$ cat src/rtl/rv32i_pkg.sv
// rv32i_pkg: shared types and constants for the rv32i pipeline.
//   state_e    : ID/EX stage state (RUN, LD_WAIT)
//   ex_ctrl_t  : decoded control bundle carried from decode into execute
//   EX_BUBBLE  : all-zero control bundle (no write, no memory access)
//   ALU_*      : alu_control encodings shared with the control unit
package rv32i_pkg;

  localparam int ALU_CTRL_W = 4;
  localparam int FUN3_W     = 3;

  typedef enum logic {
    RUN     = 1'b0,
    LD_WAIT = 1'b1
  } state_e;

  typedef struct packed {
    logic                  reg_write;
    logic                  operand_a;
    logic                  operand_b;
    logic                  load;
    logic                  store;
    logic                  branch;
    logic                  next_sel;
    logic                  jalr;
    logic [ALU_CTRL_W-1:0] alu_control;
    logic [1:0]            mem_to_reg;
    logic [FUN3_W-1:0]     fun3;
    logic [4:0]            rd;
  } ex_ctrl_t;

  localparam ex_ctrl_t EX_BUBBLE = '0;

  localparam logic [ALU_CTRL_W-1:0] ALU_ADD  = 4'b0000;
  localparam logic [ALU_CTRL_W-1:0] ALU_SUB  = 4'b0001;
  localparam logic [ALU_CTRL_W-1:0] ALU_SLL  = 4'b0010;
  localparam logic [ALU_CTRL_W-1:0] ALU_SLT  = 4'b0011;
  localparam logic [ALU_CTRL_W-1:0] ALU_SLTU = 4'b0100;
  localparam logic [ALU_CTRL_W-1:0] ALU_XOR  = 4'b0101;
  localparam logic [ALU_CTRL_W-1:0] ALU_SRL  = 4'b0110;
  localparam logic [ALU_CTRL_W-1:0] ALU_SRA  = 4'b0111;
  localparam logic [ALU_CTRL_W-1:0] ALU_OR   = 4'b1000;
  localparam logic [ALU_CTRL_W-1:0] ALU_AND  = 4'b1001;

endpackage

$ cat src/rtl/stall_counter.sv
// stall_counter: saturating up-counter.
//   clk, rst_n : clock, asynchronous active-low reset
//   en         : count this edge
//   count      : current value, sticks at all-ones
module stall_counter #(
  parameter int CNT_W = 16
) (
  input  logic             clk,
  input  logic             rst_n,
  input  logic             en,
  output logic [CNT_W-1:0] count
);

  always_ff @(posedge clk or negedge rst_n) begin
    if (!rst_n) begin
      count <= '0;
    end else if (en && (count != '1)) begin
      count <= count + CNT_W'(1);
    end
  end

endmodule

$ cat src/rtl/id_ex_stage.sv
// id_ex_stage: ID/EX pipeline register of the rv32i pipeline.
//   clk, rst_n          : clock, asynchronous active-low reset
//   *_i                 : decoded control bits and operands from decode
//   flush_i             : kill the instruction currently in decode
//   dm_valid_i          : data memory has returned the load data
//   *_o                 : execute-stage copies of the *_i fields
//   stall_o             : freeze PC and IF/ID register
//   decode_ppload_o     : a load is in flight in EX (also the state bit)
//   stall_cnt_o         : saturating count of stall cycles
//
// Handshake: a captured load moves the stage to LD_WAIT and raises
// decode_ppload_o. The stage then holds until dm_valid_i is seen high;
// stall_o = !dm_valid_i while waiting, so a cycle with dm_valid_i = 1
// is the cycle in which the next instruction is accepted on the edge.
import rv32i_pkg::*;

module id_ex_stage #(
  parameter int DATA_W      = 32,
  parameter int ALU_CONTROL = 4,
  parameter int FUNCTION3   = 3,
  parameter int CNT_W       = 16
) (
  input  logic                   clk,
  input  logic                   rst_n,
  input  logic                   reg_write_i,
  input  logic                   operand_a_i,
  input  logic                   operand_b_i,
  input  logic                   load_i,
  input  logic                   store_i,
  input  logic                   branch_i,
  input  logic                   next_sel_i,
  input  logic                   jalr_i,
  input  logic [ALU_CONTROL-1:0] alu_control_i,
  input  logic [1:0]             mem_to_reg_i,
  input  logic [FUNCTION3-1:0]   fun3_i,
  input  logic [4:0]             rd_i,
  input  logic [DATA_W-1:0]      pc_i,
  input  logic [DATA_W-1:0]      rs1_data_i,
  input  logic [DATA_W-1:0]      rs2_data_i,
  input  logic [DATA_W-1:0]      imm_i,
  input  logic                   flush_i,
  input  logic                   dm_valid_i,
  output logic                   reg_write_o,
  output logic                   operand_a_o,
  output logic                   operand_b_o,
  output logic                   load_o,
  output logic                   store_o,
  output logic                   branch_o,
  output logic                   next_sel_o,
  output logic                   jalr_o,
  output logic [ALU_CONTROL-1:0] alu_control_o,
  output logic [1:0]             mem_to_reg_o,
  output logic [FUNCTION3-1:0]   fun3_o,
  output logic [4:0]             rd_o,
  output logic [DATA_W-1:0]      pc_o,
  output logic [DATA_W-1:0]      rs1_data_o,
  output logic [DATA_W-1:0]      rs2_data_o,
  output logic [DATA_W-1:0]      imm_o,
  output logic                   stall_o,
  output logic                   decode_ppload_o,
  output logic [CNT_W-1:0]       stall_cnt_o
);

  state_e            state_q, state_d;
  logic              flush_pend_q, flush_pend_d;
  ex_ctrl_t          ctrl_q, ctrl_in;
  logic [DATA_W-1:0] pc_q, rs1_q, rs2_q, imm_q;
  logic              capture;
  logic              kill;

  // Control bundle widths are fixed by the package; the size casts
  // adapt the module parameters to the shared struct layout.
  always_comb begin
    ctrl_in             = EX_BUBBLE;
    ctrl_in.reg_write   = reg_write_i;
    ctrl_in.operand_a   = operand_a_i;
    ctrl_in.operand_b   = operand_b_i;
    ctrl_in.load        = load_i;
    ctrl_in.store       = store_i;
    ctrl_in.branch      = branch_i;
    ctrl_in.next_sel    = next_sel_i;
    ctrl_in.jalr        = jalr_i;
    ctrl_in.alu_control = ALU_CTRL_W'(alu_control_i);
    ctrl_in.mem_to_reg  = mem_to_reg_i;
    ctrl_in.fun3        = FUN3_W'(fun3_i);
    ctrl_in.rd          = rd_i;
  end

  // In RUN the register always advances; in LD_WAIT only once the data
  // memory answers. flush_pend_q can only be set while waiting, so it
  // remembers a flush that arrived during the stall.
  always_comb begin
    capture      = (state_q == RUN) || dm_valid_i;
    kill         = flush_i || flush_pend_q;
    state_d      = state_q;
    flush_pend_d = flush_pend_q;
    if (capture) begin
      state_d      = (load_i && !kill) ? LD_WAIT : RUN;
      flush_pend_d = 1'b0;
    end else if (flush_i) begin
      flush_pend_d = 1'b1;
    end
  end

  always_ff @(posedge clk or negedge rst_n) begin
    if (!rst_n) begin
      state_q      <= RUN;
      flush_pend_q <= 1'b0;
      ctrl_q       <= EX_BUBBLE;
      pc_q         <= '0;
      rs1_q        <= '0;
      rs2_q        <= '0;
      imm_q        <= '0;
    end else begin
      state_q      <= state_d;
      flush_pend_q <= flush_pend_d;
      if (capture) begin
        ctrl_q <= kill ? EX_BUBBLE : ctrl_in;
        pc_q   <= kill ? '0 : pc_i;
        rs1_q  <= kill ? '0 : rs1_data_i;
        rs2_q  <= kill ? '0 : rs2_data_i;
        imm_q  <= kill ? '0 : imm_i;
      end
    end
  end

  assign stall_o         = (state_q == LD_WAIT) && !dm_valid_i;
  assign decode_ppload_o = (state_q == LD_WAIT);

  assign reg_write_o   = ctrl_q.reg_write;
  assign operand_a_o   = ctrl_q.operand_a;
  assign operand_b_o   = ctrl_q.operand_b;
  assign load_o        = ctrl_q.load;
  assign store_o       = ctrl_q.store;
  assign branch_o      = ctrl_q.branch;
  assign next_sel_o    = ctrl_q.next_sel;
  assign jalr_o        = ctrl_q.jalr;
  assign alu_control_o = ALU_CONTROL'(ctrl_q.alu_control);
  assign mem_to_reg_o  = ctrl_q.mem_to_reg;
  assign fun3_o        = FUNCTION3'(ctrl_q.fun3);
  assign rd_o          = ctrl_q.rd;
  assign pc_o          = pc_q;
  assign rs1_data_o    = rs1_q;
  assign rs2_data_o    = rs2_q;
  assign imm_o         = imm_q;

  stall_counter #(
    .CNT_W (CNT_W)
  ) u_stall_counter (
    .clk   (clk),
    .rst_n (rst_n),
    .en    (stall_o),
    .count (stall_cnt_o)
  );

endmodule

$ cat config.mk
export PLATFORM = sky130hd
export DESIGN_NAME = id_ex_stage
export DESIGN_NICKNAME = d
export VERILOG_FILES = /design/src/rtl/rv32i_pkg.sv /design/src/rtl/stall_counter.sv /design/src/rtl/id_ex_stage.sv
export SDC_FILE = /design/constraint.sdc
export NUM_CORES = 1
export LEC_CHECK = 0
export ABC_AREA = 1
export CAP_MARGIN = 20
export CORE_MARGIN = 2
export CORE_UTILIZATION = 40
export DETAILED_ROUTE_END_ITERATION = 7
export GPL_TIMING_DRIVEN = 0
export PLACE_DENSITY = 0.8
export SYNTH_ARGS = -nofsm -noshare
export SYNTH_HDL_FRONTEND = slang
export SYNTH_SLANG_ARGS = --single-unit
$ cat constraint.sdc
create_clock -name clk -period 2.1 [get_ports clk]
set_input_delay 0.42 -clock clk [delete_from_list [all_inputs] [get_ports clk]]
set_output_delay 0.42 -clock clk [all_outputs]
set_load 0.05 [all_outputs]
* Yosys cells after proc, flatten, opt, wreduce, memory -nomap -nowiden
Index checks and enable logic that the tools add are counted. Widths: inputs -> output; s select.
Word-level totals: word-level logic and storage cells 38, bits in registers 168
Operators by class: multiplexer cells 8, add/subtract/negate cells 1, bitwise gates (word level) 1, reductions and logical operators 8, equal/unequal tests 1
Operators with widths (number):
- $mux 32 | 4
- $mux 22 | 1
- $add 16x1->16 const B | 1
- $ne 16x16->1 const B | 1
- $logic_and 1x1->1 | 3
- $mux 1 | 3
- $logic_not 1->1 | 2
- $logic_or 1x1->1 | 2
- $reduce_bool 2->1 | 1
- $not 1->1 | 1

* Logic depth before layout (Yosys ltp)
Gate-level depths: netlist (run 1).
word-level depth 4, depth in mapped cells 9

* By module
Synthesis (run 1) repeated with hierarchy kept, for this count alone.
Unflattened totals: cells, all modules 801, area total of the unflattened synthesis 6986.7 sq um
By module, submodules not included:
- id_ex_stage | cells each 654, area an instance 5955.7 sq um, instances 1, seq. area each 3778.6 sq um
- stall_counter | cells each 147, area an instance 1031.0 sq um, instances 1, seq. area each 400.4 sq um

* Worst setup path before layout (run 1)
No wires, ideal clock.
kind reg-to-output, from reg state_q (netlist: decode_ppload_o), to out stall_o, path slack 109 ps, arrival 1571 ps, data required time 1680 ps, stages on the path, launching flop included 4, path buffers 1, path through dfrtp_1 -> nand2_1 -> inv_2 -> buf_1
Between the ends: longest elaborated chain between the ends 1
Ends and longest elaborated chain:
- start, declared | line id_ex_stage.sv:64 | state_e state_q, state_d;
- start signal, assigned | line id_ex_stage.sv:115 | state_q <= state_d;
- $logic_and 1x1->1 | line id_ex_stage.sv:127 | assign stall_o = (state_q == LD_WAIT) && !dm_valid_i;
- end, declared | line id_ex_stage.sv:59 | output logic stall_o,
No other way between the ends.

* Worst setup path in the final report (run 1)
from reg pc_q[4] (netlist: pc_o[4]), to out pc_o[4]
RTL lines:
- start, declared | line id_ex_stage.sv:67 | logic [DATA_W-1:0] pc_q, rs1_q, rs2_q, imm_q;
- start signal, assigned | line id_ex_stage.sv:119 | pc_q <= kill ? '0 : pc_i;
- end, declared | line id_ex_stage.sv:55 | output logic [DATA_W-1:0] pc_o,
No word-level cell between the ends.

==> results of run 1 <==
power by group:
group / internal (mW) / total, mW / switching [mW] / leakage (nW)
combinational: 0.935 / 2.71 / 1.78 / 3.06
clock: 1.52 / 2.85 / 1.33 / 0.253
sequential: 3.51 / 3.74 / 0.225 / 2.18
cells in the final DEF (no fill, tap or decap), types with 2 or more instances in the layout:
cell               n
dlygate4sd2_1     15
clkdlybuf4s50_1  295
clkbuf_16         17
buf_6              2
nor2_4             3
clkinv_2           5
nor2_1            13
o21ai_2            3
clkinvlp_4         4
buf_2             32
nand4_1            6
dfrtp_1          167
nor3_1             2
inv_6              5
nand2_4            2
nor2_2             3
clkbuf_1          10
nand3_1          156
o21ai_0            2
nand2_1          354
xnor2_1            5
buf_1              7
dlymetal6s2s_1     9
inv_1             14
nand2_2            5
layout make-up:
type	instances	area [um2]	share of cell area
flip-flops and latches	167	4180	0.381
repair buffers	323	3250	0.296
multi-input cells	559	2430	0.222
clock buffers	18	429	0.0391
well taps	225	282	0.0256
plain buffers	50	245	0.0223
clock inverters	14	98.8	0.00900
inverters	15	58.8	0.00536
sequential cells by signal, indices dropped and copies added, names as in the netlist, 2 cells and up:
register,count
rs1_data_o,32
alu_control_o,4
imm_o,32
u_stall_counter.count,16
rd_o,5
rs2_data_o,32
pc_o,32
fun3_o,3
mem_to_reg_o,2
per-layer routing:
| metal | track usage | vias up | wire (um) |
|---|---|---|---|
| met5 | 0 | - | 0 |
| met3 | 0.0614 | 44 | 1370 |
| met1 | 0.310 | 3149 | 9240 |
| met2 | 0.391 | 243 | 11000 |
| met4 | 0.102 | 0 | 675 |
| li1 | - | 3223 | - |
path summary, 6_finish.rpt:
path                       slack, ns                        to                      from
max                             0.03                   pc_o[4]                   pc_o[4]
min                             0.48                   pc_o[1]                   pc_o[1]
max reg2reg                     0.34  u_stall_counter.count[4]  u_stall_counter.count[0]
min reg2reg                     0.48                   pc_o[1]                   pc_o[1]
max in group asynchronous       0.70           mem_to_reg_o[0]                     rst_n
min in group asynchronous       0.57             rs2_data_o[6]                     rst_n
stage by stage:
stage	TNS, ns	area [um2]	std cells
after floorplan	0	6920	792
after global placement	-1060.87	10400	1338
after detailed placement	-7.49	10400	1339
after CTS	0	11000	1371
after global routing	0	11000	1371
final	0	11000	1371
timing repair:
action | CTS | global route
hold buffers | 1 | 0
endpoints found under the hold margin | 15 | 0
setup endpoints to repair | 16 | 10
cloned | 0 | 0
gates resized for setup | 19 | 11
cell families (layout without fill, tap and decap cells):
group | count (synthesis) | after routing | synth area share
buffers and inverters | 66 | 420 | 0.0441
AND/OR/NAND/NOR | 546 | 546 | 0.336
adder cells (fa/ha/maj) | 1 | 1 | 0.00181
XOR/XNOR | 6 | 6 | 0.00760
AO/OA/AOI/OAI | 6 | 6 | 0.00597
flip-flops | 167 | 167 | 0.604
==> out/metrics.yaml, run 1 <==
synth:
  ys_seq_area_frac: 0.604
  synthFlopType: "dfrtp_1"
  synth.top_cells.by_area: "dfrtp_1 (60%), nand2_1 (19%), nand3_1 (11%)"
  synth-seq-cells: 167
  synth.top_cell.area_share: 0.604
  netlist_top_cells_count: "nand2_1 (354), dfrtp_1 (167), nand3_1 (156)"
  synthArstFlopShare: 1.00
  ys_types: 25
  synth_nets: 947
  yosys.area.top_type: "dfrtp_1"
  synth_cells: 792
  ys_warn_count: 0
  syn_avg_cell_area_um2: 8.73
  synth_most_common_cell: "nand2_1"
  synth_edf_count: 0
  syn_area_um2: 6920
timing:
  drv_slew: 0
  fmax_mhz: 483
  rsz0062_at_grt: "no"
  finalCritPeriodShare: 0.986
  fin_worst_skew_ns: 0.00868
  hold_viol_final: 0
  setup_violations: 0
  period_minus_slack_ns: 2.07
  worst_pin_slew_ns: 0.635
  slew_headroom: 0.576
  setup_ws_ns: 0.0289
  whs_ns: 0.476
layout:
  fin_util: 0.641
  synthToLayoutAreaGrowth_pct: 58.7
  fillers: 1462
  num_antenna_cells: 0
  drive_gt1_frac: 0.0742
  final_nets: 1288
grt:
  grt_max_degree: 88
  grt_overflow: 0
  grt.total_usage: 0.242
  grt_pass1_vias: 6425
  grt_pass1_wl_um: 34200
  antenna_found_initial: 0
worst_setup_path:
  crit_family: "buffers and inverters"
  crit_type: "flip-flop to primary output"
  crit_path_max_incr_delay_ns: 0.86
  reg2reg_depth: 9
  crit_fanout: 2
  end_kind: "primary output"
  arrival_ns: 1.65
  crit_slowest_cell: "clkdlybuf4s50_1"
  crit_buf_inv: 1
  crit_path_start_kind: "flip-flop"
  cp.depth: 1
  required_ns: 1.68
  crit_chain: "clkdlybuf4s50_1"
drt:
  vias: 6659
  drt_iter0_drc: 393
  drc: 0
  wl_per_cell_um: 16.2
  drt_pass1_iterations: 5
  wl_um: 22200
  ant_nets: 0
  viasPerCell: 4.86
place:
  dp_slack_ns: -0.921
  port_buffers: 321
  hpwlAfterDp_um: 16200
  place.gp.congestion: 0.857
hold_path:
  hp-class: "flip-flop to flip-flop"
  min_path_cells: 2
flow_run:
  drv_cap: 0
clocking:
  clk_latency_ns: 0.43
  cts_buffers: 17
  cts_tree: "built"
  cts_root_buffer: "clkbuf_16"
  cts.reportedPaths.clkPinSlew_ns: 0.06
  cts_num_sinks: 167
  htree_levels: 4
  postCtsSetupRepairBufs: 0
  cts_buffer_depth: 2
pwr:
  power.total_mw: 9.30
  vdd.ir_drop.worst_v: 0.000567
  p_per_area_nw_per_um2: 847
  leakagePower_nw: 5.49
floorplanning:
  core.rowCount: 48
  floorplan.initialDensity: 0.404
  core-area_um2: 17100
  pin_count: 322
  die_area_um2: 18400
  die_y_um: 135
  chipWidth_um: 135
outcome:
  status: "completed"
No activity file was read; power rests on OpenSTA's default activity.
==> run 2, diff against run 1 <==
--- a/config.mk
+++ b/config.mk
@@ -14,4 +14,5 @@
 export PLACE_DENSITY = 0.8
 export SYNTH_ARGS = -nofsm -noshare
 export SYNTH_HDL_FRONTEND = slang
+export SYNTH_HIERARCHICAL = 1
 export SYNTH_SLANG_ARGS = --single-unit
==> run 2 against run 1 <==
Die area increased by 0.98%. Via count is 1.5% higher. Sequential share of layout area decreased by 0.44 points. First-iteration DRC count fell by 16%. Setup slack got worse by 0.0033 ns. Sequential cell count unchanged. Register-to-register slack improved by 0.11 ns. Critical path type unchanged.
==> out/metrics.yaml, run 2 <==
layout:
  final_cells: 1381  # was 1371
  num_antenna_cells: 0  # unchanged
  multi_input_area_um2: 2450  # was 2430 um2
  seqCellArea_um2: 4180  # unchanged
  synthToLayoutAreaGrowth_pct: 59.0  # was 58.7%
  final_nets: 1298  # was 1288
  fin_util: 0.647  # was 0.641
  drive_gt1_frac: 0.0822  # was 0.0742
  final_common_cell: "nand2_1"  # unchanged
  final_cell_mix: "nand2_1 (363), clkdlybuf4s50_1 (299), dfrtp_1 (167), nand3_1 (157), buf_2 (28)"  # was nand2_1 (354), clkdlybuf4s50_1 (295), dfrtp_1 (167), nand3_1 (156), buf_2 (32)
  final_area_um2: 11100  # was 11000 um2
  fillers: 1402  # was 1462
floorplanning:
  floorplan.initialDensity: 0.407  # was 0.404
  pin_count: 322  # unchanged
  die_y_um: 136  # was 135 um
  chipWidth_um: 136  # was 135 um
  core.rowCount: 48  # unchanged
  die_area_um2: 18500  # was 18400 um2
  core-area_um2: 17200  # was 17100 um2
pwr:
  seqPwrFrac: 0.390  # was 0.402
  p_per_area_nw_per_um2: 854  # was 847 nW/um2
  p_int_mw: 6.28  # was 5.97 mW
  leakagePower_nw: 5.55  # was 5.49 nW
  p_switching_mw: 3.21  # was 3.34 mW
  vdd.ir_drop.worst_v: 0.000548  # was 0.000567 V
  switching_share: 0.338  # was 0.359
  p_clk_frac: 0.334  # was 0.307
  power_frac_comb: 0.276  # was 0.291
drt:
  drt_pass1_iterations: 6  # was 5
  drc: 0  # unchanged
  ant_nets: 0  # unchanged
  viasPerCell: 4.89  # was 4.86
  drt_iter0_drc: 331  # was 393
  wl_um: 22100  # was 22200 um
  wl_per_cell_um: 16.0  # was 16.2 um
  vias: 6758  # was 6659
clocking:
  cts_buffers: 17  # unchanged
  clk_latency_ns: 0.43  # about the same
  postCtsSetupRepairBufs: 0  # unchanged
  cts_num_sinks: 167  # unchanged
  cts_tree: "built"  # unchanged
  cts_buffer_depth: 2  # unchanged
  cts_root_buffer: "clkbuf_16"  # unchanged
  htree_levels: 4  # unchanged
  cts.reportedPaths.clkPinSlew_ns: 0.06  # about the same
flow_run:
  drv_cap: 0  # unchanged
synth:
  synth_edf_count: 0  # unchanged
  synth.top_cells.by_area: "dfrtp_1 (60%), nand2_1 (20%), nand3_1 (11%)"  # was dfrtp_1 (60%), nand2_1 (19%), nand3_1 (11%)
  ys_seq_area_frac: 0.598  # was 0.604
  yosys.area.top_type: "dfrtp_1"  # unchanged
  synth_cells: 801  # was 792
  synthFlopType: "dfrtp_1"  # unchanged
  synth_most_common_cell: "nand2_1"  # unchanged
  synth.top_cell.area_share: 0.598  # was 0.604
  ys_types: 26  # was 25
  ys_warn_count: 6  # was 0
  synthArstFlopShare: 1.00  # unchanged
  syn_area_um2: 6990  # was 6920 um2
  synth-seq-cells: 167  # unchanged
  synth_nets: 956  # was 947
  netlist_top_cells_count: "nand2_1 (363), dfrtp_1 (167), nand3_1 (157)"  # was nand2_1 (354), dfrtp_1 (167), nand3_1 (156)
  syn_avg_cell_area_um2: 8.72  # was 8.73 um2
outcome:
  status: "completed"  # unchanged
place:
  post-place-cells: 1348  # was 1339
  place.gp.congestion: 0.854  # was 0.857
  hpwlAfterDp_um: 15800  # was 16200 um
  port_buffers: 321  # unchanged
  placed_area_um2: 10500  # was 10400 um2
timing:
  fmax_mhz: 482  # was 483 MHz
  finalCritPeriodShare: 0.988  # was 0.986
  rsz0062_at_grt: "no"  # unchanged
  setup_violations: 0  # unchanged
  worst_pin_slew_ns: 0.629  # was 0.635 ns
  slew_headroom: 0.580  # was 0.576
  fin_worst_skew_ns: 0.0104  # was 0.00868 ns
  hold_viol_final: 0  # unchanged
  drv_slew: 0  # unchanged
  period_minus_slack_ns: 2.07  # about the same
grt:
  grt_max_degree: 87  # was 88
  grt_pass1_wl_um: 33400  # was 34200 um
  grt_pass1_vias: 6437  # was 6425
  grt.total_usage: 0.233  # was 0.242
  grt_overflow: 0  # unchanged
  antenna_found_initial: 0  # unchanged
worst_setup_path:
  crit_chain: "clkdlybuf4s50_1"  # unchanged
  required_ns: 1.68  # about the same
  crit_path_max_incr_delay_ns: 0.84  # was 0.86 ns
  crit_type: "flip-flop to primary output"  # unchanged
  crit_fanout: 2  # unchanged
  crit_path_start_kind: "flip-flop"  # unchanged
  crit_buf_inv: 1  # unchanged
  crit_slowest_cell: "clkdlybuf4s50_1"  # unchanged
  end_kind: "primary output"  # unchanged
  crit_family: "buffers and inverters"  # unchanged
  arrival_ns: 1.65  # about the same
hold_path:
  hp-class: "flip-flop to flip-flop"  # unchanged
==> run 2: changes by cell type in the layout (fill, tap and decap cells not counted), sizes merged, moves of 3 or more <==
| cell | before | now |
|---|---|---|
| nand4 | 6 | 9 |
| xnor2 | 5 | 1 |
| nand2 | 361 | 367 |
| buf | 44 | 47 |
| dlymetal6s2s | 9 | 3 |
| clkdlybuf4s50 | 295 | 299 |
==> run 2: cells by family after synthesis <==
| family | count (synthesis) | synth area share |
|---|---|---|
| compound gates | 4 | 0.00394 |
| xor+xnor | 4 | 0.00502 |
| fa+ha+maj | 1 | 0.00179 |
| buf+inv | 70 | 0.0510 |
| flops | 167 | 0.598 |
| simple gates | 555 | 0.340 |
==> run 2: stage by stage <==
stage          power [mW]  hold slack (ns)  setup TNS [ns]  setup WS [ns]
2_1_floorplan        5.26            0.124               0         0.0730
3_3_place_gp         6.37            0.461        -1048.37          -6.28
3_5_place_dp         6.41            0.455           -2.79         -0.693
4_1_cts              9.55            0.480               0        0.00324
5_1_grt              9.84            0.495               0       0.000498
6_report             9.48            0.479               0         0.0256
==> run 2: power by group through the flow <==
| stage | sequential (mW) | clock (mW) | combinational (mW) |
|---|---|---|---|
| 2_1_floorplan | 4.74 | 0 | 0.515 |
| 3_3_place_gp | 3.75 | 0 | 2.62 |
| 3_5_place_dp | 3.75 | 0 | 2.66 |
| 4_1_cts | 3.70 | 3.22 | 2.64 |
| 5_1_grt | 3.73 | 3.35 | 2.76 |
| 6_report | 3.70 | 3.16 | 2.62 |
==> run 2: what timing repair did <==
| item | in CTS | in global routing |
|---|---|---|
| hold buffers | 1 | 0 |
| setup endpoints to repair | 18 | 4 |
| gates resized for setup | 24 | 4 |
| hold endpoints to repair | 15 | 0 |
==> run 2: metal layers <==
metal  vias to the layer above  wire length, um  part of all wire  GRT usage
met4                         0              549             0.025     0.0972
li1                       3245                -                 -          -
met5                         -                0                 0          0
met1                      3219             8950              0.40      0.289
met3                        39             1580             0.072     0.0623
met2                       255            11000              0.50      0.384
==> run 2: final timing paths <==
| check | start | endpoint | slack, ns | cells after the start |
|---|---|---|---|---|
| worst max-delay path | pc_o[26] | pc_o[26] | 0.03 | 1 |
| worst min-delay path | rs1_data_o[20] | rs1_data_o[20] | 0.48 | 2 |
| worst max register to register | decode_ppload_o | u_stall_counter/count[9] | 0.45 | 8 |
| worst min register to register | rs1_data_o[20] | rs1_data_o[20] | 0.48 | 2 |
| max in group asynchronous | rst_n | rd_o[1] | 0.70 | 3 |
| min in group asynchronous | rst_n | rs2_data_o[23] | 0.55 | 2 |
==> run 2: cell type report <==
class                           instances  area share
Sequential cell                       167       0.376
Tap cell                              225      0.0253
Clock buffer                           23      0.0430
Multi-Input combinational cell        564       0.221
Inverter                               21     0.00721
Clock inverter                          9      0.0105
Timing Repair Buffer                  323       0.292
Buffer                                 49      0.0255
==> run 3, diff against run 2 <==
--- a/config.mk
+++ b/config.mk
@@ -8,10 +8,10 @@
 export ABC_AREA = 1
 export CAP_MARGIN = 20
 export CORE_MARGIN = 2
-export CORE_UTILIZATION = 40
+export CORE_UTILIZATION = 30
 export DETAILED_ROUTE_END_ITERATION = 7
 export GPL_TIMING_DRIVEN = 0
-export PLACE_DENSITY = 0.8
+export PLACE_DENSITY = 0.63
 export SYNTH_ARGS = -nofsm -noshare
 export SYNTH_HDL_FRONTEND = slang
 export SYNTH_HIERARCHICAL = 1
==> run 3 against run 2 <==
Sequential cell count stayed put. Final cell count is 6.4% higher. Global-route usage shrank 4.6 points. Highest routed layer unchanged. Non-clock buffer count is the same. First-iteration DRC count decreased by 6.9%. Sequential share of layout area down 0.39 points. Die area increased by 32%. Clock power about the same. Final area up 1.1%. Core utilization fell by 15 points. Worst hold slack hardly changed.
==> out/metrics.yaml, run 3 (same netlist as run 2, synthesis figures left out) <==
layout:
  final_common_cell: "nand2_1"  # unchanged
  multi_input_area_um2: 2450  # unchanged
  seqCellArea_um2: 4180  # unchanged
  synthToLayoutAreaGrowth_pct: 60.7  # was 59.0%
  fillers: 2152  # was 1402
  final_cells: 1469  # was 1381
  drive_gt1_frac: 0.0832  # was 0.0822
  final_cell_mix: "nand2_1 (363), clkdlybuf4s50_1 (296), dfrtp_1 (167), nand3_1 (157), buf_2 (28)"  # was nand2_1 (363), clkdlybuf4s50_1 (299), dfrtp_1 (167), nand3_1 (157), buf_2 (28)
  final_area_um2: 11200  # was 11100 um2
  final_nets: 1298  # unchanged
drt:
  wl_um: 23000  # was 22100 um
  viasPerCell: 4.46  # was 4.89
  drc: 0  # unchanged
  vias: 6554  # was 6758
  drt_iter0_drc: 308  # was 331
  drt_pass1_iterations: 5  # was 6
  wl_per_cell_um: 15.7  # was 16.0 um
  ant_nets: 0  # unchanged
worst_setup_path:
  crit_buf_inv: 1  # unchanged
  crit_path_max_incr_delay_ns: 0.86  # was 0.84 ns
  crit_slowest_cell: "clkdlybuf4s50_1"  # unchanged
  r2r_slack_ns: 0.40  # was 0.45 ns
  cp.depth: 1  # unchanged
  crit_fanout: 2  # unchanged
  crit_family: "buffers and inverters"  # unchanged
  required_ns: 1.68  # about the same
  r2r-start: "decode_ppload_o"  # unchanged
  endpoint: "imm_o[27]"  # was pc_o[26]
  crit_chain: "clkdlybuf4s50_1"  # unchanged
  setup.worst_path.start: "imm_o[27]"  # was pc_o[26]
  arrival_ns: 1.63  # was 1.65 ns
  reg2reg_depth: 8  # unchanged
  r2r-end: "u_stall_counter/count[8]"  # was u_stall_counter/count[9]
  end_kind: "primary output"  # unchanged
  crit_type: "flip-flop to primary output"  # unchanged
  crit_path_start_kind: "flip-flop"  # unchanged
place:
  dp_slack_ns: -0.778  # was -0.693 ns
  post-place-cells: 1436  # was 1348
  placed_area_um2: 10600  # was 10500 um2
  port_buffers: 321  # unchanged
  hpwlAfterDp_um: 16700  # was 15800 um
  place.gp.congestion: 0.804  # was 0.854
outcome:
  status: "completed"  # unchanged
floorplanning:
  core-area_um2: 22800  # was 17200 um2
  floorplan.initialDensity: 0.307  # was 0.407
  chipWidth_um: 157  # was 136 um
  die_y_um: 157  # was 136 um
  core.rowCount: 55  # was 48
  die_area_um2: 24500  # was 18500 um2
  pin_count: 322  # unchanged
timing:
  worst_pin_slew_ns: 0.624  # was 0.629 ns
  rsz0062_at_grt: "no"  # unchanged
  drv_slew: 0  # unchanged
  fmax_mhz: 488  # was 482 MHz
  slew_headroom: 0.584  # was 0.580
  setup_violations: 0  # unchanged
  final.setup.tns_ns: 0  # unchanged
  hold_viol_final: 0  # unchanged
  setup_ws_ns: 0.0490  # was 0.0256 ns
  whs_ns: 0.478  # was 0.479 ns
  fin_worst_skew_ns: 0.00993  # was 0.0104 ns
  finalCritPeriodShare: 0.977  # was 0.988
  period_minus_slack_ns: 2.05  # was 2.07 ns
pwr:
  leakagePower_nw: 5.61  # was 5.55 nW
  vdd.ir_drop.worst_v: 0.000386  # was 0.000548 V
  p_per_area_nw_per_um2: 847  # was 854 nW/um2
clocking:
  cts_num_sinks: 167  # unchanged
  cts_tree: "built"  # unchanged
  cts_root_buffer: "clkbuf_16"  # unchanged
  cts_buffers: 17  # unchanged
  cts_buffer_depth: 2  # unchanged
  cts.reportedPaths.clkPinSlew_ns: 0.07  # was 0.06 ns
  clk_latency_ns: 0.42  # was 0.43 ns
  htree_levels: 4  # unchanged
  postCtsSetupRepairBufs: 0  # unchanged
grt:
  grt.total_usage: 0.187  # was 0.233
  antenna_found_initial: 1  # was 0
  grt_pass1_wl_um: 35400  # was 33400 um
  grt_pass1_vias: 6541  # was 6437
  grt_overflow: 0  # unchanged
  grt_max_degree: 91  # was 87
flow_run:
  drv_cap: 0  # unchanged
hold_path:
  hp-class: "flip-flop to flip-flop"  # unchanged
run 3: per-layer routing:
layer | vias to the layer above | share of wire | track usage
met4 | 0 | 0.018 | 0.0769
met2 | 205 | 0.49 | 0.302
met5 | - | 0 | 0
li1 | 3241 | - | -
met3 | 22 | 0.061 | 0.0474
met1 | 3086 | 0.43 | 0.238
run 3: cell type report:
type | instances | area share
tap | 313 | 0.0349
antenna | 2 | 0.000446
clock inverter | 13 | 0.0146
buffer | 49 | 0.0252
multi-input combinational | 564 | 0.218
inverter | 21 | 0.00713
clock buffer | 17 | 0.0379
sequential | 167 | 0.372
timing repair buffer | 323 | 0.289
run 3: how the worst min path moves through the flow:
stage,startpoint,endpoint,slack [ns],depth (start not counted)
floorplan,rst_n,alu_control_o[0],0.12,0
global placement,pc_o[19],pc_o[19],0.46,2
detailed placement,rst_n,rs1_data_o[20],0.45,1
CTS,imm_o[29],imm_o[29],0.48,2
global route,rs2_data_o[7],rs2_data_o[7],0.49,2
finish,rs2_data_o[29],rs2_data_o[29],0.48,2
run 3: repair_timing:
item / in CTS / in global routing
hold endpoints to repair: 18 / 0
resized for setup: 25 / 6
hold buffers: 1 / 0
endpoints found under the setup margin: 18 / 6
run 3: power breakdown:
group / internal [mW] / total (mW) / switching, mW
sequential: 3.50 / 3.69 / 0.194
clock: 1.79 / 3.19 / 1.41
combinational: 0.920 / 2.63 / 1.71
total: 6.21 / 9.51 / 3.31
run 3: through the flow:
step	total power, mW	util
3_5_place_dp	6.42	0.466
2_1_floorplan	5.26	-
5_1_grt	9.95	0.493
6_report	9.51	0.493
4_1_cts	9.65	0.492
3_3_place_gp	6.41	0.465
